<file path="src/rtl/apb_pkg.sv">
// -----------------------------------------------------------------------------
// apb_pkg
// Shared types and constants for the APB RAM slave.
//   apb_state_e : transfer FSM states (IDLE, ACCESS)
//   CNT_W       : width of the wait-state counter
//   wait_cnt_t  : wait-state counter type
// -----------------------------------------------------------------------------
package apb_pkg;

  localparam int CNT_W = 4;

  typedef logic [CNT_W-1:0] wait_cnt_t;

  typedef enum logic [0:0] {
    IDLE   = 1'b0,
    ACCESS = 1'b1
  } apb_state_e;

endpackage : apb_pkg

</file>
<file path="src/rtl/apb_ram_core.sv">
// -----------------------------------------------------------------------------
// apb_ram_core
// Word-organised RAM with one byte-lane-masked write port and one
// asynchronous read port. Every word clears to zero on reset.
// Ports:
//   pclk   in  clock, rising edge
//   preset in  asynchronous active-high reset
//   we     in  write enable (commits on the rising edge)
//   waddr  in  write word index
//   wdata  in  write data
//   wstrb  in  write byte-lane enables, one bit per byte of wdata
//   raddr  in  read word index
//   rdata  out read data (combinational from raddr)
// -----------------------------------------------------------------------------
module apb_ram_core
  import apb_pkg::*;
#(
  parameter int DATA_W = 32,
  parameter int DEPTH  = 16,
  localparam int STRB_W = DATA_W / 8,
  localparam int IDX_W  = $clog2(DEPTH)
) (
  input  logic              pclk,
  input  logic              preset,
  input  logic              we,
  input  logic [IDX_W-1:0]  waddr,
  input  logic [DATA_W-1:0] wdata,
  input  logic [STRB_W-1:0] wstrb,
  input  logic [IDX_W-1:0]  raddr,
  output logic [DATA_W-1:0] rdata
);

  logic [DATA_W-1:0] mem_q [DEPTH];
  logic [DATA_W-1:0] mem_d [DEPTH];

  // Byte-lane merge: only lanes with a set strobe take the new data.
  // Indices beyond DEPTH (non power-of-two depths) are never written.
  always_comb begin
    // NOTE: every always_comb output gets a default first so no path leaves
    // it unassigned, which would otherwise infer a latch.
    mem_d = mem_q;
    if (we && (32'(waddr) < DEPTH)) begin
      for (int b = 0; b < STRB_W; b++) begin
        if (wstrb[b]) begin
          mem_d[waddr][8*b +: 8] = wdata[8*b +: 8];
        end
      end
    end
  end

  always_ff @(posedge pclk or posedge preset) begin
    if (preset) begin
      // NOTE: the storage is cleared on reset because the block must read back
      // zero from every word after reset; this keeps it in flops rather than a
      // RAM macro, which is acceptable at these depths.
      for (int i = 0; i < DEPTH; i++) begin
        mem_q[i] <= '0;
      end
    end else begin
      // NOTE: sequential state is always updated with non-blocking assignments
      // so every flop samples the pre-edge values of its inputs.
      mem_q <= mem_d;
    end
  end

  assign rdata = (32'(raddr) < DEPTH) ? mem_q[raddr] : '0;

endmodule : apb_ram_core

</file>
<file path="src/rtl/apb_ram_slave.sv">
// -----------------------------------------------------------------------------
// apb_ram_slave
// APB slave fronting a small word RAM, with a fixed number of wait states per
// transfer and error reporting for misaligned or out-of-range addresses.
// Ports:
//   pclk    in  clock, rising edge
//   preset  in  asynchronous active-high reset
//   psel    in  slave select
//   penable in  access-phase indicator
//   pwrite  in  1 = write, 0 = read
//   paddr   in  byte address
//   pwdata  in  write data
//   pstrb   in  write byte-lane enables (ignored on reads)
//   prdata  out read data, loaded on the setup edge of a read and held
//   pready  out transfer complete
//   pslverr out transfer error, only meaningful while pready = 1
// -----------------------------------------------------------------------------
module apb_ram_slave
  import apb_pkg::*;
#(
  parameter int DATA_W      = 32,
  parameter int ADDR_W      = 8,
  parameter int DEPTH       = 16,
  parameter int WAIT_CYCLES = 0
) (
  input  logic                  pclk,
  input  logic                  preset,
  input  logic                  psel,
  input  logic                  penable,
  input  logic                  pwrite,
  input  logic [ADDR_W-1:0]     paddr,
  input  logic [DATA_W-1:0]     pwdata,
  input  logic [DATA_W/8-1:0]   pstrb,
  output logic [DATA_W-1:0]     prdata,
  output logic                  pready,
  output logic                  pslverr
);

  localparam int STRB_W = DATA_W / 8;
  localparam int OFF_W  = $clog2(STRB_W);
  localparam int IDX_W  = $clog2(DEPTH);

  // Byte-offset bits inside one word; any of them set means misaligned.
  localparam logic [ADDR_W-1:0] OFF_MASK = ADDR_W'(STRB_W - 1);
  localparam wait_cnt_t         WAIT_INIT = CNT_W'(WAIT_CYCLES);

  // ---------------------------------------------------------------------------
  // Elaboration-time parameter checks
  // ---------------------------------------------------------------------------
  if (DATA_W != 8 && DATA_W != 16 && DATA_W != 32) begin : g_bad_data_w
    $error("apb_ram_slave: DATA_W must be 8, 16 or 32");
  end
  if (DEPTH < 2 || DEPTH > 64) begin : g_bad_depth
    $error("apb_ram_slave: DEPTH must be in 2..64");
  end
  if (WAIT_CYCLES < 0 || WAIT_CYCLES > 15) begin : g_bad_wait
    $error("apb_ram_slave: WAIT_CYCLES must be in 0..15");
  end
  if (ADDR_W < 1) begin : g_bad_addr_w
    $error("apb_ram_slave: ADDR_W must be at least 1");
  end
  if (ADDR_W < 31 && (DEPTH * (DATA_W / 8)) > (1 << ADDR_W)) begin : g_bad_span
    $error("apb_ram_slave: DEPTH*(DATA_W/8) exceeds the byte address space");
  end

  // ---------------------------------------------------------------------------
  // Address decode of the live bus address (used on the setup edge)
  // ---------------------------------------------------------------------------
  logic [ADDR_W-1:0] word_idx;
  logic              misaligned;
  logic              out_of_range;
  logic              setup_err;
  logic [IDX_W-1:0]  setup_idx;

  assign word_idx     = paddr >> OFF_W;
  assign misaligned   = |(paddr & OFF_MASK);
  // One extra bit so DEPTH is representable even when it equals 2^ADDR_W.
  assign out_of_range = {1'b0, word_idx} >= (ADDR_W + 1)'(DEPTH);
  assign setup_err    = misaligned | out_of_range;
  assign setup_idx    = IDX_W'(word_idx);

  // ---------------------------------------------------------------------------
  // State
  // ---------------------------------------------------------------------------
  apb_state_e        state_q,  state_d;
  wait_cnt_t         cnt_q,    cnt_d;
  logic              write_q,  write_d;
  logic              err_q,    err_d;
  logic [IDX_W-1:0]  idx_q,    idx_d;
  logic [DATA_W-1:0] prdata_q, prdata_d;

  logic              ready_d;
  logic              slverr_d;
  logic              mem_we;
  logic [DATA_W-1:0] ram_rdata;

  always_comb begin
    state_d  = state_q;
    cnt_d    = cnt_q;
    write_d  = write_q;
    err_d    = err_q;
    idx_d    = idx_q;
    prdata_d = prdata_q;
    ready_d  = 1'b0;
    slverr_d = 1'b0;
    mem_we   = 1'b0;

    unique case (state_q)
      IDLE: begin
        // Only a genuine setup phase starts a transfer; a bare penable is ignored.
        if (psel && !penable) begin
          state_d = ACCESS;
          cnt_d   = WAIT_INIT;
          write_d = pwrite;
          err_d   = setup_err;
          idx_d   = setup_idx;
          // Read data is fetched on the setup edge so it is stable for the
          // whole access phase; an errored read returns zero.
          if (!pwrite) begin
            prdata_d = setup_err ? '0 : ram_rdata;
          end
        end
      end

      ACCESS: begin
        if (!psel) begin
          // Master abandoned the transfer: nothing is committed.
          state_d = IDLE;
        end else if (penable) begin
          if (cnt_q == '0) begin
            ready_d  = 1'b1;
            slverr_d = err_q;
            state_d  = IDLE;
            mem_we   = write_q && !err_q;
          end else begin
            cnt_d = cnt_q - 1'b1;
          end
        end
      end

      default: state_d = IDLE;
    endcase
  end

  always_ff @(posedge pclk or posedge preset) begin
    if (preset) begin
      state_q  <= IDLE;
      cnt_q    <= '0;
      write_q  <= 1'b0;
      err_q    <= 1'b0;
      idx_q    <= '0;
      prdata_q <= '0;
    end else begin
      state_q  <= state_d;
      cnt_q    <= cnt_d;
      write_q  <= write_d;
      err_q    <= err_d;
      idx_q    <= idx_d;
      prdata_q <= prdata_d;
    end
  end

  // ---------------------------------------------------------------------------
  // Storage. Write data and strobes are taken live on the completion edge,
  // where the bus holds them stable; the read port follows the live address.
  // ---------------------------------------------------------------------------
  apb_ram_core #(
    .DATA_W (DATA_W),
    .DEPTH  (DEPTH)
  ) u_ram_core (
    .pclk   (pclk),
    .preset (preset),
    .we     (mem_we),
    .waddr  (idx_q),
    .wdata  (pwdata),
    .wstrb  (pstrb),
    .raddr  (setup_idx),
    .rdata  (ram_rdata)
  );

  assign prdata  = prdata_q;
  assign pready  = ready_d;
  assign pslverr = slverr_d;

endmodule : apb_ram_slave
</file>
<file path="config.mk">
export PLATFORM = sky130hd
export DESIGN_NAME = apb_ram_slave
export DESIGN_NICKNAME = d
export VERILOG_FILES = /design/src/rtl/apb_pkg.sv /design/src/rtl/apb_ram_core.sv /design/src/rtl/apb_ram_slave.sv
export SDC_FILE = /design/constraint.sdc
export NUM_CORES = 1
export LEC_CHECK = 0
export ABC_CLOCK_PERIOD_IN_PS = 21600
export CAP_MARGIN = 40
export CORE_MARGIN = 2
export CORE_UTILIZATION = 55
export CTS_CLUSTER_SIZE = 28
export DETAILED_ROUTE_END_ITERATION = 10
export PLACE_DENSITY = 0.73
export SLEW_MARGIN = 10
export SYNTH_ARGS = -nofsm -noshare
export SYNTH_HDL_FRONTEND = slang
export SYNTH_SLANG_ARGS = --single-unit
</file>
<file path="constraint.sdc">
create_clock -name pclk -period 21.6 [get_ports pclk]
set_input_delay 4.32 -clock pclk [delete_from_list [all_inputs] [get_ports pclk]]
set_output_delay 4.32 -clock pclk [all_outputs]
set_load 0.01 [all_outputs]
</file>
==> impl_metrics.py, run 1 <==
metrics = {
    "routing": {
        "num_vias": 13818,
        "ant_nets": 0,
        "wl_per_cell_um": 24.95,
        "drc": 0,
        "dr.pass1.iters": 5,
        "drt_iter0_markers": 787,
        "via_per_inst": 6.098,
        "wirelength_mm": 56.54,
    },
    "clock_tree": {
        "hold_buffers": 0,
        "cts.sinks": 555,
        "cts_tree": "built",
        "cts-buffers-inserted": 57,
        "post_cts_buffers": 0,
        "clk_latency_ps": 620,
        "htree_num_levels": 2,
        "clk_pin_slew_ps": 60,
        "ctsRootBufferMaster": "clkbuf_16",
        "cts_resized": 0,
        "cts_buffer_depth": 3,
    },
    "hold_path": {
        "min_from": "write_q",
        "whs_path_depth": 1,
        "hold_class": "reg2reg",
        "min_to": "write_q",
    },
    "setup_path": {
        "cp-start-kind": "input pin",
        "r2r_setup_slack_ps": 18710,
        "r2r_end": "u_ram_core.mem_q[445]",
        "critPathRequiredTime_ps": 17280,
        "critPathMaxFanout": 10,
        "cp.arrival_ps": 6270,
        "crit_path_start": "penable",
        "rr_worst_depth": 7,
        "r2r-start": "cnt_q[0]",
        "end_kind": "output pin",
        "criticalPathCategory": "in2out",
    },
    "power_and_ir_drop": {
        "power.switching_uw": 508.5,
        "p_seq_frac": 0.485,
        "p_leak_nw": 14.52,
        "clkPwrFrac": 0.452,
        "switching_share": 0.2322,
        "intPower_mw": 1.682,
        "comb_power_share": 0.063,
        "vdd_drop_max_mv": 0.06047,
        "power_density_mw_per_mm2": 75.74,
    },
    "global_route": {
        "grt_overflow": 0,
        "grt_pass1_vias": 14847,
        "antenna_found_initial": 0,
        "grt_max_degree": 185,
        "grt_pass1_wl_mm": 88.85,
        "grt_usage": 0.2454,
    },
    "placement": {
        "numPlacedInstances": 2160,
        "dpl.hpwl_mm": 33.36,
        "placed_area_mm2": 0.02698,
        "place_congestion": 0.7460,
        "place.port_buffers": 82,
    },
    "synth": {
        "synthTopCellsByArea": "dfrtp_1 (54%), mux2_2 (23%), mux4_2 (11%), nor2_8 (3.1%), mux2_1 (1.4%)",
        "synthXorXnorAreaFrac": 0,
        "yosysWarnings": 0,
        "synth_compound_area_frac": 0.01939,
        "async_reset_ff_frac": 1.000,
        "synth_top_family_by_area": "multiplexers",
        "synth.distinct_cells": 44,
        "synth_top_area_frac": 0.5434,
        "syn_inst": 1546,
        "syn_area_mm2": 0.02556,
        "syn_area_per_cell_um2": 16.53,
        "ys_seq_area_frac": 0.5434,
        "synthSimpleGateAreaFrac": 0.05121,
        "synth_fp_nets": 1596,
        "ys_ff_latch": 555,
        "muxShareOfSynthArea": 0.3672,
        "synth_top_flop_cell": "dfrtp_1",
        "synth_edf_count": 0,
        "synth_top_area_cell": "dfrtp_1",
        "yosys.area_share.adder": 0.0004895,
    },
    "run": {
        "cap_viol_max_count": 0,
    },
    "die": {
        "start_util": 0.5608,
        "dieArea_mm2": 0.04821,
        "die_w_um": 219.6,
        "ios": 83,
        "rows": 78,
        "core_area_mm2": 0.04558,
        "die_h_um": 219.6,
    },
    "finish": {
        "final_nets": 1670,
        "final_common_cell": "dfrtp_1",
        "final_cells": 2266,
        "fin_area_mm2": 0.02892,
        "ff_latch_area_mm2": 0.01389,
        "layout_common_cells": "dfrtp_1 (555), mux2_2 (517), mux4_2 (128), clkdlybuf4s50_1 (79), clkbuf_16 (59)",
        "layout-drive-gt1-share": 0.5060,
        "antenna-diode-count": 0,
        "multiInputGateArea_mm2": 0.01120,
        "areaGrowthSynthToFinish_pct": 13.14,
        "final_util": 0.6345,
        "fillers": 3302,
    },
    "timing": {
        "worst_pin_slew_ps": 1199,
        "max_freq_mhz": 94.46,
        "rsz0062_at_grt": "false",
        "slew_viol_final": 0,
        "finalSetupViolCount": 0,
        "clock_skew_ps": 15.44,
        "finalHoldViolations": 0,
        "maxSlewHeadroom": 0.2007,
        "period_share": 0.4901,
        "fin_tns_setup_ps": 0,
        "min_period_ps": 10590,
    },
    "outcome": {
        "status": "completed",
    },
}
==> how the worst max path moves through the flow <==
stage	end	slack (ps)	cells after the start
finish	pready	11010	4
global route	pready	10910	4
CTS	pready	11000	4
detailed placement	pready	11010	4
global placement	pslverr	11070	4
floorplan	cnt_q[0]	1760	1
==> worst max-delay path, cell delays in order <==
cell             delay [ps]
clkdlybuf4s50_1         700
and3b_1                 490
and2_1                  210
clkdlybuf4s50_1         540
==> cell type report <==
type | instances | area share
sequential | 555 | 0.4803
tap | 600 | 0.02596
timing repair buffer | 102 | 0.03933
multi-input combinational | 898 | 0.3874
clock buffer | 84 | 0.05949
clock inverter | 21 | 0.006533
inverter | 6 | 0.001038
==> power by group through the flow <==
stage	Combinational (mW)	Clock (mW)	Sequential, mW
floorplan	0.0977	0	1.08
global placement	0.132	0	1.08
detailed placement	0.138	0	1.08
CTS	0.139	1.01	1.06
global route	0.150	1.05	1.06
finish	0.137	0.990	1.06
==> synthesized netlist by cell type (2+ instances only) <==
| master | count |
|---|---|
| mux2_2 | 517 |
| nor2_8 | 40 |
| and3b_1 | 2 |
| buf_8 | 4 |
| mux4_2 | 128 |
| nand3_1 | 2 |
| buf_2 | 15 |
| nand2_1 | 12 |
| buf_6 | 4 |
| buf_4 | 7 |
| buf_1 | 2 |
| nor2_1 | 3 |
| nand4_4 | 4 |
| mux2i_1 | 33 |
| o21ai_0 | 4 |
| nand4_1 | 2 |
| o21ai_1 | 30 |
| dfrtp_1 | 555 |
| nor2_2 | 24 |
| nand3_2 | 5 |
| mux2_1 | 31 |
| and2b_1 | 3 |
| a21oi_1 | 3 |
| nor2b_1 | 2 |
| nand2_2 | 2 |
| a22oi_1 | 32 |
| o21a_1 | 3 |
| clkbuf_1 | 55 |
| inv_1 | 6 |
| a22o_1 | 2 |
==> per-stage QoR <==
step / hold slack, ps / setup slack [ps] / power, mW
2_1_floorplan: 452.4 / 1761 / 1.177
3_5_place_dp: 472.2 / 11010 / 1.220
5_1_grt: 494.1 / 10910 / 2.264
3_3_place_gp: 461.7 / 11070 / 1.212
6_report: 482.4 / 11010 / 2.190
4_1_cts: 485.5 / 11000 / 2.211
==> routing by layer <==
metal  global-route usage  wire length [um]
met5                    0                 0
met1               0.3500             25270
met3              0.04500              2709
met4              0.06644              1306
met2               0.3919             27260
==> registers in the layout, summed over array words and instances, names as in the netlist <==
register and cells:
u_ram_core.mem_q 512, state_q 1, err_q 1, idx_q 4
prdata 32, write_q 1, cnt_q 4
==> logic make-up (layout without fill, tap and decap cells) <==
logic type	after synthesis	count (layout)
mux	709	709
flops	555	555
simple gates	110	110
buf+inv	93	213
compound gates	78	78
fa+ha+maj	1	1
Note: power is estimated with default switching activity, not from simulation.
==> run 2: changes to the inputs <==
Settings changed: ABC_CLOCK_PERIOD_IN_PS 21600 to 10700.
Clock period 21.6 ns to 10.7 ns, I/O delays scaled along.
==> impl_metrics.py, run 2 (same netlist as run 1, synthesis figures left out) <==
metrics = {
    "setup_path": {
        "crit_chain": "clkdlybuf4s50_1 -> and3b_1 -> and3_1 -> clkdlybuf4s50_1",
        "critPathRequiredTime_ps": 8560,
        "cp_top_family": "buffers and inverters",
        "critPathMaxFanout": 10,
        "cp_common_cell": "clkdlybuf4s50_1",
        "slowest_delay_ps": 680,
        "cp.arrival_ps": 4040,
        "r2r_setup_slack_ps": 7510,
        "end_kind": "output pin",
        "cp.buffers_inverters": 2,
        "criticalPathCategory": "in2out",
        "cp-start-kind": "input pin",
        "slowest_stage": "clkdlybuf4s50_1",
    },
    "timing": {
        "rsz0062_at_grt": "false",
        "clock_skew_ps": 16.69,
        "fin_tns_setup_ps": 0,
        "period_share": 0.5780,
        "finalSetupViolCount": 0,
        "min_period_ps": 6184,
        "slew_viol_final": 0,
        "finalHoldViolations": 0,
        "worst_pin_slew_ps": 933.7,
        "maxSlewHeadroom": 0.3775,
        "max_freq_mhz": 161.7,
    },
    "clock_tree": {
        "post_cts_buffers": 0,
        "cts_tree": "built",
        "hold_buffers": 0,
        "clk_pin_slew_ps": 60,
        "htree_num_levels": 2,
        "clk_latency_ps": 600,
        "cts-buffers-inserted": 56,
        "cts_resized": 0,
        "cts.sinks": 555,
        "ctsRootBufferMaster": "clkbuf_16",
        "cts_buffer_depth": 3,
    },
    "global_route": {
        "grt_max_degree": 176,
        "grt_pass1_vias": 14470,
        "grt_overflow": 0,
        "grt_usage": 0.2389,
        "grtUsageMet3": 0.04044,
        "grt_pass1_wl_mm": 86.31,
        "antenna_found_initial": 1,
        "grtUsageMet2": 0.3802,
        "met1_usage": 0.3429,
        "top_usage_layer": "met2",
    },
    "placement": {
        "place.port_buffers": 82,
        "dpl.hpwl_mm": 33.55,
        "numPlacedInstances": 2163,
        "place_congestion": 0.7696,
    },
    "routing": {
        "ant_nets": 0,
        "via_per_inst": 6.012,
        "num_vias": 13617,
        "wirelength_mm": 55.31,
        "drt_iter0_markers": 955,
        "dr.pass1.iters": 4,
        "drc": 0,
        "wl_per_cell_um": 24.42,
    },
    "die": {
        "rows": 78,
        "core_area_mm2": 0.04558,
        "start_util": 0.5608,
        "ios": 83,
        "die_w_um": 219.6,
        "dieArea_mm2": 0.04821,
        "die_h_um": 219.6,
    },
    "finish": {
        "final_common_cell": "dfrtp_1",
        "final_cells": 2265,
        "final_nets": 1672,
        "final_util": 0.6332,
        "regMostFlops": "u_ram_core.mem_q",
        "layout_common_cells": "dfrtp_1 (555), mux2_2 (517), mux4_2 (128), clkdlybuf4s50_1 (79), clkbuf_16 (57)",
        "largest_reg_flops": 512,
        "areaGrowthSynthToFinish_pct": 12.92,
        "layout-drive-gt1-share": 0.5012,
    },
    "power_and_ir_drop": {
        "power.total_mw": 4.352,
        "p_leak_nw": 14.48,
        "vdd_drop_max_mv": 0.1177,
        "power_density_mw_per_mm2": 150.8,
    },
    "run": {
        "cap_viol_max_count": 0,
    },
    "hold_path": {
        "hold_class": "reg2reg",
    },
    "outcome": {
        "status": "completed",
    },
}
==> run 2: cell types whose count changed in the layout (fill, tap and decap cells not counted), moves of 2 or more <==
cell,change
buf_4,+2
clkinv_2,-6
buf_16,+2
clkbuf_1,+7
clkbuf_16,-2
==> run 2: worst paths after layout <==
path / start / to / cells after the start
max: penable / pslverr / 4
min: u_ram_core.mem_q[52] / u_ram_core.mem_q[52] / 1
max reg2reg: cnt_q[0] / u_ram_core.mem_q[444] / 7
min reg2reg: u_ram_core.mem_q[52] / u_ram_core.mem_q[52] / 1
max in group asynchronous: preset / u_ram_core.mem_q[213] / 5
min in group asynchronous: preset / u_ram_core.mem_q[267] / 2
==> run 2: routing by layer <==
layer  vias to the layer above  wire, um
met4                         0      1379
met5                         -         0
met3                        88      2439
li1                       5979         -
met1                      7324     24790
met2                       226     26700
==> run 2: where the power goes <==
| part | internal [mW] | switching (mW) | leakage [nW] |
|---|---|---|---|
| logic | 0.0925 | 0.187 | 5.85 |
| clock network | 1.13 | 0.800 | 0.894 |
| registers | 2.12 | 0.0230 | 7.73 |
==> run 2: cell type report <==
class                   count  area [um2]
diodes                      1       2.502
clock buffers              89        1697
clock inverters            11       105.1
fillers                  3239       16720
inverters                   6       26.28
multi-input cells         898       11200
flip-flops and latches    555       13890
well taps                 600       750.7
repair buffers            105        1189
==> run 2: stage by stage <==
step,cell area [um2],hold slack (ps),worst slack [ps]
6_report,28860,481.6,4516
5_1_grt,28860,491.6,4423
4_1_cts,28830,484.0,4513
3_5_place_dp,27030,468.6,4516
3_3_place_gp,26790,462.2,4538
2_1_floorplan,25560,452.4,1006
